[config.mk]
export PLATFORM = sky130hd
export DESIGN_NAME = ahb2apb_bridge
export DESIGN_NICKNAME = d
export VERILOG_FILES = /design/src/rtl/ahb2apb_bridge.sv
export SDC_FILE = /design/constraint.sdc
export NUM_CORES = 1
export LEC_CHECK = 0
export CAP_MARGIN = 20
export CORE_ASPECT_RATIO = 1.75
export CORE_UTILIZATION = 40
export DETAILED_ROUTE_END_ITERATION = 10
export GPL_ROUTABILITY_DRIVEN = 0
export GPL_TIMING_DRIVEN = 0
export PLACE_DENSITY = 0.86
export SLEW_MARGIN = 5
export SYNTH_ARGS = -nofsm -noshare
export SYNTH_HDL_FRONTEND = slang
export SYNTH_SLANG_ARGS = --single-unit
[constraint.sdc]
create_clock -name PCLK -period 3.1 [get_ports PCLK]
set_input_delay 0.775 -clock PCLK [delete_from_list [all_inputs] [get_ports PCLK]]
set_output_delay 0.775 -clock PCLK [all_outputs]
set_load 0.03 [all_outputs]
[src/rtl/ahb2apb_bridge.sv]
// AHB-Lite to APB bridge, one transfer in flight; read done N+3, write N+4 with zero APB wait states.
// Stalls AHB via HREADYOUT while APB runs; define APB_TIMEOUT_EN to abort ACCESS after TIMEOUT_CYCLES.
module ahb2apb_bridge #(
  parameter int ADDR_W = 32,
  parameter int DATA_W = 32
`ifdef APB_TIMEOUT_EN
  , parameter int TIMEOUT_CYCLES = 256
`endif
) (
  input  logic              PCLK,
  input  logic              PRESETn,
  input  logic              HSEL,
  input  logic [ADDR_W-1:0] HADDR,
  input  logic [1:0]        HTRANS,
  input  logic              HWRITE,
  input  logic [2:0]        HSIZE,
  input  logic [DATA_W-1:0] HWDATA,
  input  logic              HREADY,
  output logic              HREADYOUT,
  output logic              HRESP,
  output logic [DATA_W-1:0] HRDATA,
  output logic              PSEL,
  output logic              PENABLE,
  output logic              PWRITE,
  output logic [ADDR_W-1:0] PADDR,
  output logic [DATA_W-1:0] PWDATA,
  input  logic [DATA_W-1:0] PRDATA,
  input  logic              PREADY,
  input  logic              PSLVERR
);

  typedef enum logic [2:0] {IDLE, WDATA, SETUP, ACCESS, ERR1, ERR2} state_t;

  state_t state, state_nxt;
  logic   take;
  logic   done;
  logic   abort;
  logic   unused_ok;

  // Size is not decoded: every APB access is a full word.
  assign unused_ok = ^{HSIZE, HTRANS[0]};

  assign take = HREADYOUT & HSEL & HTRANS[1] & HREADY;
  assign done = (state == ACCESS) & PREADY;

`ifdef APB_TIMEOUT_EN
  logic [15:0] tmo_cnt;

  always_ff @(posedge PCLK or negedge PRESETn) begin
    if (!PRESETn)                            tmo_cnt <= '0;
    else if (state == SETUP)                 tmo_cnt <= '0;
    else if ((state == ACCESS) && !PREADY)   tmo_cnt <= tmo_cnt + 16'd1;
  end

  // PREADY on the terminal-count cycle still completes normally.
  assign abort = (state == ACCESS) & ~PREADY & (tmo_cnt == 16'(TIMEOUT_CYCLES - 1));
`else
  assign abort = 1'b0;
`endif

  always_ff @(posedge PCLK or negedge PRESETn) begin
    if (!PRESETn) state <= IDLE;
    else          state <= state_nxt;
  end

  always_comb begin
    state_nxt = state;
    case (state)
      IDLE, ERR2: begin
        if (take) state_nxt = HWRITE ? WDATA : SETUP;
        else      state_nxt = IDLE;
      end
      WDATA:  state_nxt = SETUP;
      SETUP:  state_nxt = ACCESS;
      ACCESS: begin
        if (done)       state_nxt = PSLVERR ? ERR1 : IDLE;
        else if (abort) state_nxt = ERR1;
      end
      ERR1:    state_nxt = ERR2;
      default: state_nxt = IDLE;
    endcase
  end

  always_comb begin
    HREADYOUT = 1'b0;
    HRESP     = 1'b0;
    PSEL      = 1'b0;
    PENABLE   = 1'b0;
    case (state)
      IDLE:   HREADYOUT = 1'b1;
      SETUP:  PSEL = 1'b1;
      ACCESS: begin
        PSEL    = 1'b1;
        PENABLE = 1'b1;
      end
      ERR1:   HRESP = 1'b1;
      ERR2: begin
        HRESP     = 1'b1;
        HREADYOUT = 1'b1;
      end
      default: ;
    endcase
  end

  // Address/direction captured only on acceptance so they hold through ACCESS and while idle.
  always_ff @(posedge PCLK or negedge PRESETn) begin
    if (!PRESETn) begin
      PADDR  <= '0;
      PWRITE <= 1'b0;
      PWDATA <= '0;
      HRDATA <= '0;
    end else begin
      if (take) begin
        PADDR  <= HADDR;
        PWRITE <= HWRITE;
      end
      if (state == WDATA) PWDATA <= HWDATA;
      if (done && !PWRITE) HRDATA <= PRDATA;
    end
  end

endmodule
=== After elaboration in Yosys (flattened, before gate mapping) ===
Index checks and enable logic that the tools add are counted.

* Input bits: 108
* Bits in registers: 100
* Word-level logic and storage cells: 30

* Reduce and logical (&&, ||, !) cells: 6
* Mux-type cells: 9
* Equal/unequal tests: 6
* Bitwise logic cells: 4

{| class="wikitable"
|+ Operators by type and width
! operator !! count
|-
| one-hot mux 3 bit (5 select lines) || 1
|-
| == test 3 x 2 -> 1 bit, second input constant || 2
|-
| == test 3 bit, second input constant || 2
|-
| 2-to-1 mux 3 bit || 2
|-
| OR reduction 2 bit || 3
|-
| AND 1 bit || 4
|-
| 2-to-1 mux 1 bit || 4
|-
| 2-to-1 mux 2 bit || 2
|-
| == test 3 x 1 -> 1 bit, second input constant || 1
|-
| logical NOT 3 bit || 1
|-
| inequality test 2 bit, second input constant || 1
|-
| logical AND 1 bit || 1
|-
| logical NOT 1 bit || 1
|}

=== Depth between registers and ports, before layout ===
Gate-level depths: netlist (run 1).

* Depth in word-level cells: 8
* Depth in mapped cells: 4
* Depth with buffers taken out: 3

=== Worst setup path before layout (run 1) ===
Ideal clock, no wire load.

* Path type: register to output
* From: reg state[2]
* To: out PENABLE
* Buffers on the path: 0
* Arrival: 1.072 ns
* Slack: 1.253 ns
* Cell stages (with the launch flop): 3
* Cell sequence: dfrtp_1 -> and2b_2 -> and2_1

* Cells in the longest elaborated chain, start to end: 2

{| class="wikitable"
|+ RTL lines
! element !! RTL line !! text
|-
| start: declaration || 34 || <nowiki>state_t state, state_nxt;</nowiki>
|-
| start signal: assignment || 63 || <nowiki>else state <= state_nxt;</nowiki>
|-
| == test 3 x 2 -> 1 bit || 89 || <nowiki>case (state)</nowiki>
|-
| 2-to-1 mux 1 bit || 89 ||
|-
| end: declaration || 23 || <nowiki>output logic PENABLE,</nowiki>
|}

Every way passes these cells.

=== Worst setup path after layout (run 1) ===
Ends and elaborated chain as after synthesis.

==> metrics.txt, run 1 <==
status=complete, no violations; Clk pwr share=14.9%; Yosys reg bits=100; R2R Path End=PADDR[4]$_DFFE_PN0P_; VDD IR-drop max=~630 µV; post-route ant nets=0; crit path from=state[2]$_DFFE_PN0P_; Slew headroom=between 50% and 60%; Ant. Diodes=0; final setup fails=0; H-tree levels=3; post-layout util=between 60 and 70%; post-synth cell types=19; unrepaired setup endpoints after global routing=no; crit-path max FO=6; Initial DRC Count=71; Req. time, crit path=between 2 and 2.5 ns; final hold viol count=0; Rows=46; CP peak stage delay=between 0.6 and 0.7 ns; Detailed Place HPWL=around 7.4 mm; global-route wire length before repair=roughly 14 mm; Max clock buf depth=2; Highest Clock Rate=383 MHz; total track usage=19.0%; initial antenna violation count=0; starting density of the core=about two fifths; DRC errors left=0; PD cells=1170 nW/µm²; chip width=about 76 µm; total chip power=approximately 0.0074 W; Die Ht=approximately 130 µm; Hold Buf Count CTS=0; Ys Warns=0; postcts setup bufs=0; Root Buffer=clkbuf_16; Routed WL=around 9.5 mm; Leak=~2.6 nW; TritonCTS clock tree=done; commonest non-fill, non-tap cell in the layout=clkdlybuf4s50_1; via count=2,676; Net Switching=about 0.0029 W; Synth-to-Final Area Change=66.2%; Setup WS pre-CTS=slightly below 0.6 ns; crit path cell chain=and2b_2, and2_1, clkdlybuf4s50_1; vias in the first global route=2,861; Final Skew=~0.0058 ns; type of the most critical hold path=in -> async; layout cells sized above 1=approximately 28%; GRT overflow=0; Slew Limit Fails=0; crit end category=output port; Mapped Area=about 3800 µm²; final period utilization=84.3%; WP data arrival=1.84 ns; CP endpoint=PENABLE; final net count=545; Worst path slowest cell=clkdlybuf4s50_1; Wirelength per Cell=roughly 17 µm; Buffers on Ports=204; critical path startpoint category=flop; reg2reg setup slack=between 1 and 1.5 ns; Internal=approximately 0.0045 W; cells after synthesis=around 220; Comb power frac=a little over half; I/O pins=roughly 210; routed vias/inst=between 4 and 5; sequential-to-total area share from yosys stat=approximately two thirds; drt first pass iters=4; largest net degree at the start of global routing=between 50 and 60; fill count=630; Skew-Pair Late Insertion Delay=between 0.3 and 0.4 ns; core area=about 9000 µm²; clk sinks=100; die area=roughly 9900 µm²; Final TNS setup=0 ns; CTS clk-pin slew, worst paths=0.07 ns; Worst R2R Start=state[0]$_DFFE_PN0P_; R2R cell count=4; Inserted Clock Buffers=9; most frequent cells in the layout=clkdlybuf4s50_1 (203), dfrtp_1 (100), mux2_2 (95), clkbuf_16 (9), buf_4 (4); Mapped Avg Cell Area=approximately 17 µm²; Least-Margin Pin Slew=roughly 0.6 ns; hold slack=about 0.45 ns; sequential power share=around a third; Net Sw Frac=approximately two fifths; minimum clock period=around 2.6 ns; Syn Nets=roughly 330; Max Cap Viol=0; CTS resizes=0; final setup margin=just under 0.5 ns; Crit Path Class=reg -> out
==> layout make-up <==
type                            instances  area (µm²)  share of cell area [%]
Inverter                                1        3.75                  0.0595
Clock buffer                           10         229                    3.63
Tap cell                              120         150                    2.38
Buffer                                  9        71.3                    1.13
Timing Repair Buffer                  205        2070                    32.8
Clock inverter                          6        65.1                    1.03
Multi-Input combinational cell        111        1220                    19.3
Sequential cell                       100        2500                    39.7
==> logic make-up after synthesis <==
kind of cell              Yosys count  share of synthesized area [%]
DFF                               100                           65.9
muxes                              97                           28.8
and+or+nand+nor                    10                           2.31
buffers and inverters              10                           1.98
AOI/OAI and AO/OA                   3                          0.791
xor gates and xnor gates            1                          0.231
==> how the worst min path moves through the flow <==
stage                      startpoint                     end  slack (ns)  cells after the start
3_3_place_gp    PADDR[30]$_DFFE_PN0P_   PADDR[30]$_DFFE_PN0P_        0.48                      1
3_5_place_dp   PWDATA[11]$_DFFE_PN0P_  PWDATA[11]$_DFFE_PN0P_        0.49                      1
5_1_grt                       PRESETn  HRDATA[21]$_DFFE_PN0P_        0.49                      1
6_report                      PRESETn   HRDATA[0]$_DFFE_PN0P_        0.45                      1
4_1_cts                       PRESETn   HRDATA[0]$_DFFE_PN0P_        0.46                      1
2_1_floorplan                 PRESETn   HRDATA[0]$_DFFE_PN0P_        0.48                      0
==> cells in the mapped netlist <==
cell	number	area, µm²
nand3_1	1	5.00
and2_1	1	6.26
buf_4	3	22.5
inv_1	1	3.75
nor3b_4	1	18.8
buf_6	3	33.8
a221o_1	2	20.0
mux2_1	2	22.5
xor2_1	1	8.76
nor3b_2	1	12.5
dfrtp_1	100	2500
mux2_2	95	1070
nor3_4	1	16.3
and2b_2	1	8.76
a41o_1	1	10.0
nand2_1	1	3.75
buf_2	3	15.0
nor2b_1	2	12.5
nor2_1	1	3.75
==> metrics by stage <==
step / std cells / cell area (µm²)
after floorplan: 221 / 3800
after global placement: 545 / 5990
after detailed placement: 546 / 6010
after CTS: 562 / 6310
after global routing: 562 / 6310
final: 562 / 6310
==> critical path: cells and delay by family (launching register included) <==
kind                   cells  cell delay [ns]
buffers and inverters      1             0.67
and+or+nand+nor            2             0.42
DFF                        1             0.42
==> metal layers <==
layer,up-vias,global-route usage (%),part of all wire (%),wire [µm]
met4,0,8.17,2.1,201
met5,-,0,0,0
li1,1215,-,-,-
met2,123,36.7,58,5450
met3,14,6.60,7.9,747
met1,1324,17.0,32,3070
==> flip-flops by register name (all words and copies together), names as in the netlist <==
signal / count
PADDR: 32
state: 3
HRDATA: 32
PWRITE: 1
PWDATA: 32
==> power groups by stage <==
| stage | Sequential, W | Clock, W | Combinational, W |
|---|---|---|---|
| after floorplan | 0.00359 | 0 | 0.000962 |
| after global placement | 0.00229 | 0 | 0.00390 |
| after detailed placement | 0.00235 | 0 | 0.00397 |
| after CTS | 0.00233 | 0.00113 | 0.00398 |
| after global routing | 0.00241 | 0.00119 | 0.00412 |
| final | 0.00232 | 0.00110 | 0.00394 |
No activity file was read; power rests on OpenSTA's default activity.
==> run 2, diff against run 1 <==
CORE_UTILIZATION = 39   (was 40)
PLACE_DENSITY = 0.84   (was 0.86)
clock period = 2.5 ns   (was 3.1 ns; I/O delays follow)
==> metrics.txt, run 2 (synthesis gave the netlist of run 1 again) <==
largest net degree at the start of global routing=64; highest metal used=met4; H-tree levels=3; Root Buffer=clkbuf_16; Net Switching=between 0.003 and 0.004 W; Internal=approximately 0.0056 W; type of the most critical hold path=in -> async; fill count=about 700; crit end category=output port; metal2 WL=5.07 mm; Setup WS pre-CTS=0.194 ns; minimum clock period=roughly 2.4 ns; Slew Limit Fails=0; sequential power share=a little under a third; PD cells=between 1000 and 1500 nW/µm²; DRC errors left=0; final period utilization=a little over nine tenths; crit path cell chain=and2b_2, clkdlybuf4s50_1; TritonCTS clock tree=done; I/O pins=about 210; Rows=47; post-route ant nets=0; WP data arrival=~1.7 ns; Routed WL=about 9.1 mm; Comb power frac=53.3%; Max Cap Viol=0; crit-path max FO=6; final setup fails=0; Initial DRC Count=38; Net Sw Frac=between 30% and 40%; Max clock buf depth=2; die area=~10,000 µm²; GRT overflow=0; routed vias/inst=4.71; status=complete, no violations; Wirelength per Cell=16.1 µm; Req. time, crit path=roughly 1.9 ns; VDD IR-drop max=748 µV; Clk pwr share=about 15%; Cell Count, Final, Fillers Out=564; most frequent cells in the layout=clkdlybuf4s50_1 (201), dfrtp_1 (100), mux2_2 (95), clkbuf_16 (9), buf_4 (4); vias in the first global route=slightly below 3,000; CTS clk-pin slew, worst paths=around 0.070 ns; Synth-to-Final Area Change=66.6%; Crit Path Class=reg -> out; total track usage=approximately a fifth; final setup margin=0.143 ns; unrepaired setup endpoints after global routing=no; Worst path slowest cell=clkdlybuf4s50_1; critical path startpoint category=flop; Inst Count DP=548; Top Registers=HRDATA (32), PADDR (32), PWDATA (32); via count=2,658; Final Skew=slightly above 0.01 ns; final hold viol count=0; core area=around 9500 µm²; Ant. Diodes=0; Least-Margin Pin Slew=roughly 0.52 ns; layout cells sized above 1=between 20% and 30%; starting density of the core=40.1%; commonest non-fill, non-tap cell in the layout=clkdlybuf4s50_1; metal3 WL=roughly 690 µm; Skew-Pair Late Insertion Delay=around 0.33 ns; chip width=approximately 77 µm; met1 WL=around 3.1 mm; initial antenna violation count=0; Leak=2.66 nW; Buffers on Ports=between 200 and 250; global-route wire length before repair=~15 mm; drt first pass iters=4; clk sinks=100; postcts setup bufs=0; Detailed Place HPWL=slightly above 7 mm; Inserted Clock Buffers=9; Highest Clock Rate=between 400 and 500 MHz; final net count=545; Slew headroom=roughly two thirds; Die Ht=133 µm; CP peak stage delay=0.70 ns
## run 2: changes by cell type in the layout (fill, tap and decap cells not counted), sizes merged
cell,before,now
clkbuf,10,11
clkdlybuf4s50,203,201
clkinvlp,1,0
dlymetal6s2s,0,2
## run 2: path summary, 6_finish.rpt
path	startpoint	end	slack, ns	cells after the start
hold / removal	PRESETn	HRDATA[30]$_DFFE_PN0P_	0.26	1
max in group asynchronous	PRESETn	PADDR[31]$_DFFE_PN0P_	1.55	2
setup / recovery	state[2]$_DFFE_PN0P_	PSEL	0.14	2
hold reg to reg	PADDR[23]$_DFFE_PN0P_	PADDR[23]$_DFFE_PN0P_	0.49	1
setup reg to reg	state[0]$_DFFE_PN0P_	PADDR[15]$_DFFE_PN0P_	0.73	4
min in group PCLK	PADDR[23]$_DFFE_PN0P_	PADDR[23]$_DFFE_PN0P_	0.49	1
## run 2: metrics by stage
step	area, µm²	hold slack [ns]	total power [W]	util [%]	setup TNS [ns]
finish	6320	0.261	0.00910	66.8	0
global route	6320	0.287	0.00953	66.8	0
CTS	6320	0.266	0.00922	66.8	0
detailed placement	6020	0.479	0.00780	63.5	0
global placement	5990	0.469	0.00767	63.3	-277.65
floorplan	3800	0.329	0.00565	-	0
## run 2: what timing repair did
item	4_1_cts	5_1_grt
setup endpoints to repair	0	2
gates resized for setup	0	2
hold buffers	0	0
## run 2: critical path: cells and delay by family (launching register included)
| kind | cells | cell delay, ns |
|---|---|---|
| flip-flops | 1 | 0.42 |
| buffers and inverters | 1 | 0.70 |
| AND/OR/NAND/NOR | 1 | 0.29 |
## run 2: area by class of cell
type	count	area (µm²)	share of cell area (%)
Sequential cell	100	2500	39.6
Timing Repair Buffer	205	2070	32.8
Multi-Input combinational cell	111	1220	19.3
Clock buffer	11	243	3.84
Tap cell	122	153	2.41
Buffer	9	71.3	1.13
Clock inverter	5	61.3	0.969
Inverter	1	3.75	0.0593
## run 2: layer usage
metal  GRT usage, %  vias to the layer above
met5              0                        -
met4           5.98                        0
met3           6.41                       13
met2           35.3                      127
met1           18.9                     1298
li1               -                     1220
## run 2: power groups by stage
stage	sequential, W	combinational [W]	clock [W]
2_1_floorplan	0.00446	0.00119	0
3_3_place_gp	0.00284	0.00483	0
3_5_place_dp	0.00290	0.00490	0
4_1_cts	0.00287	0.00491	0.00144
5_1_grt	0.00298	0.00507	0.00149
6_report	0.00286	0.00485	0.00139
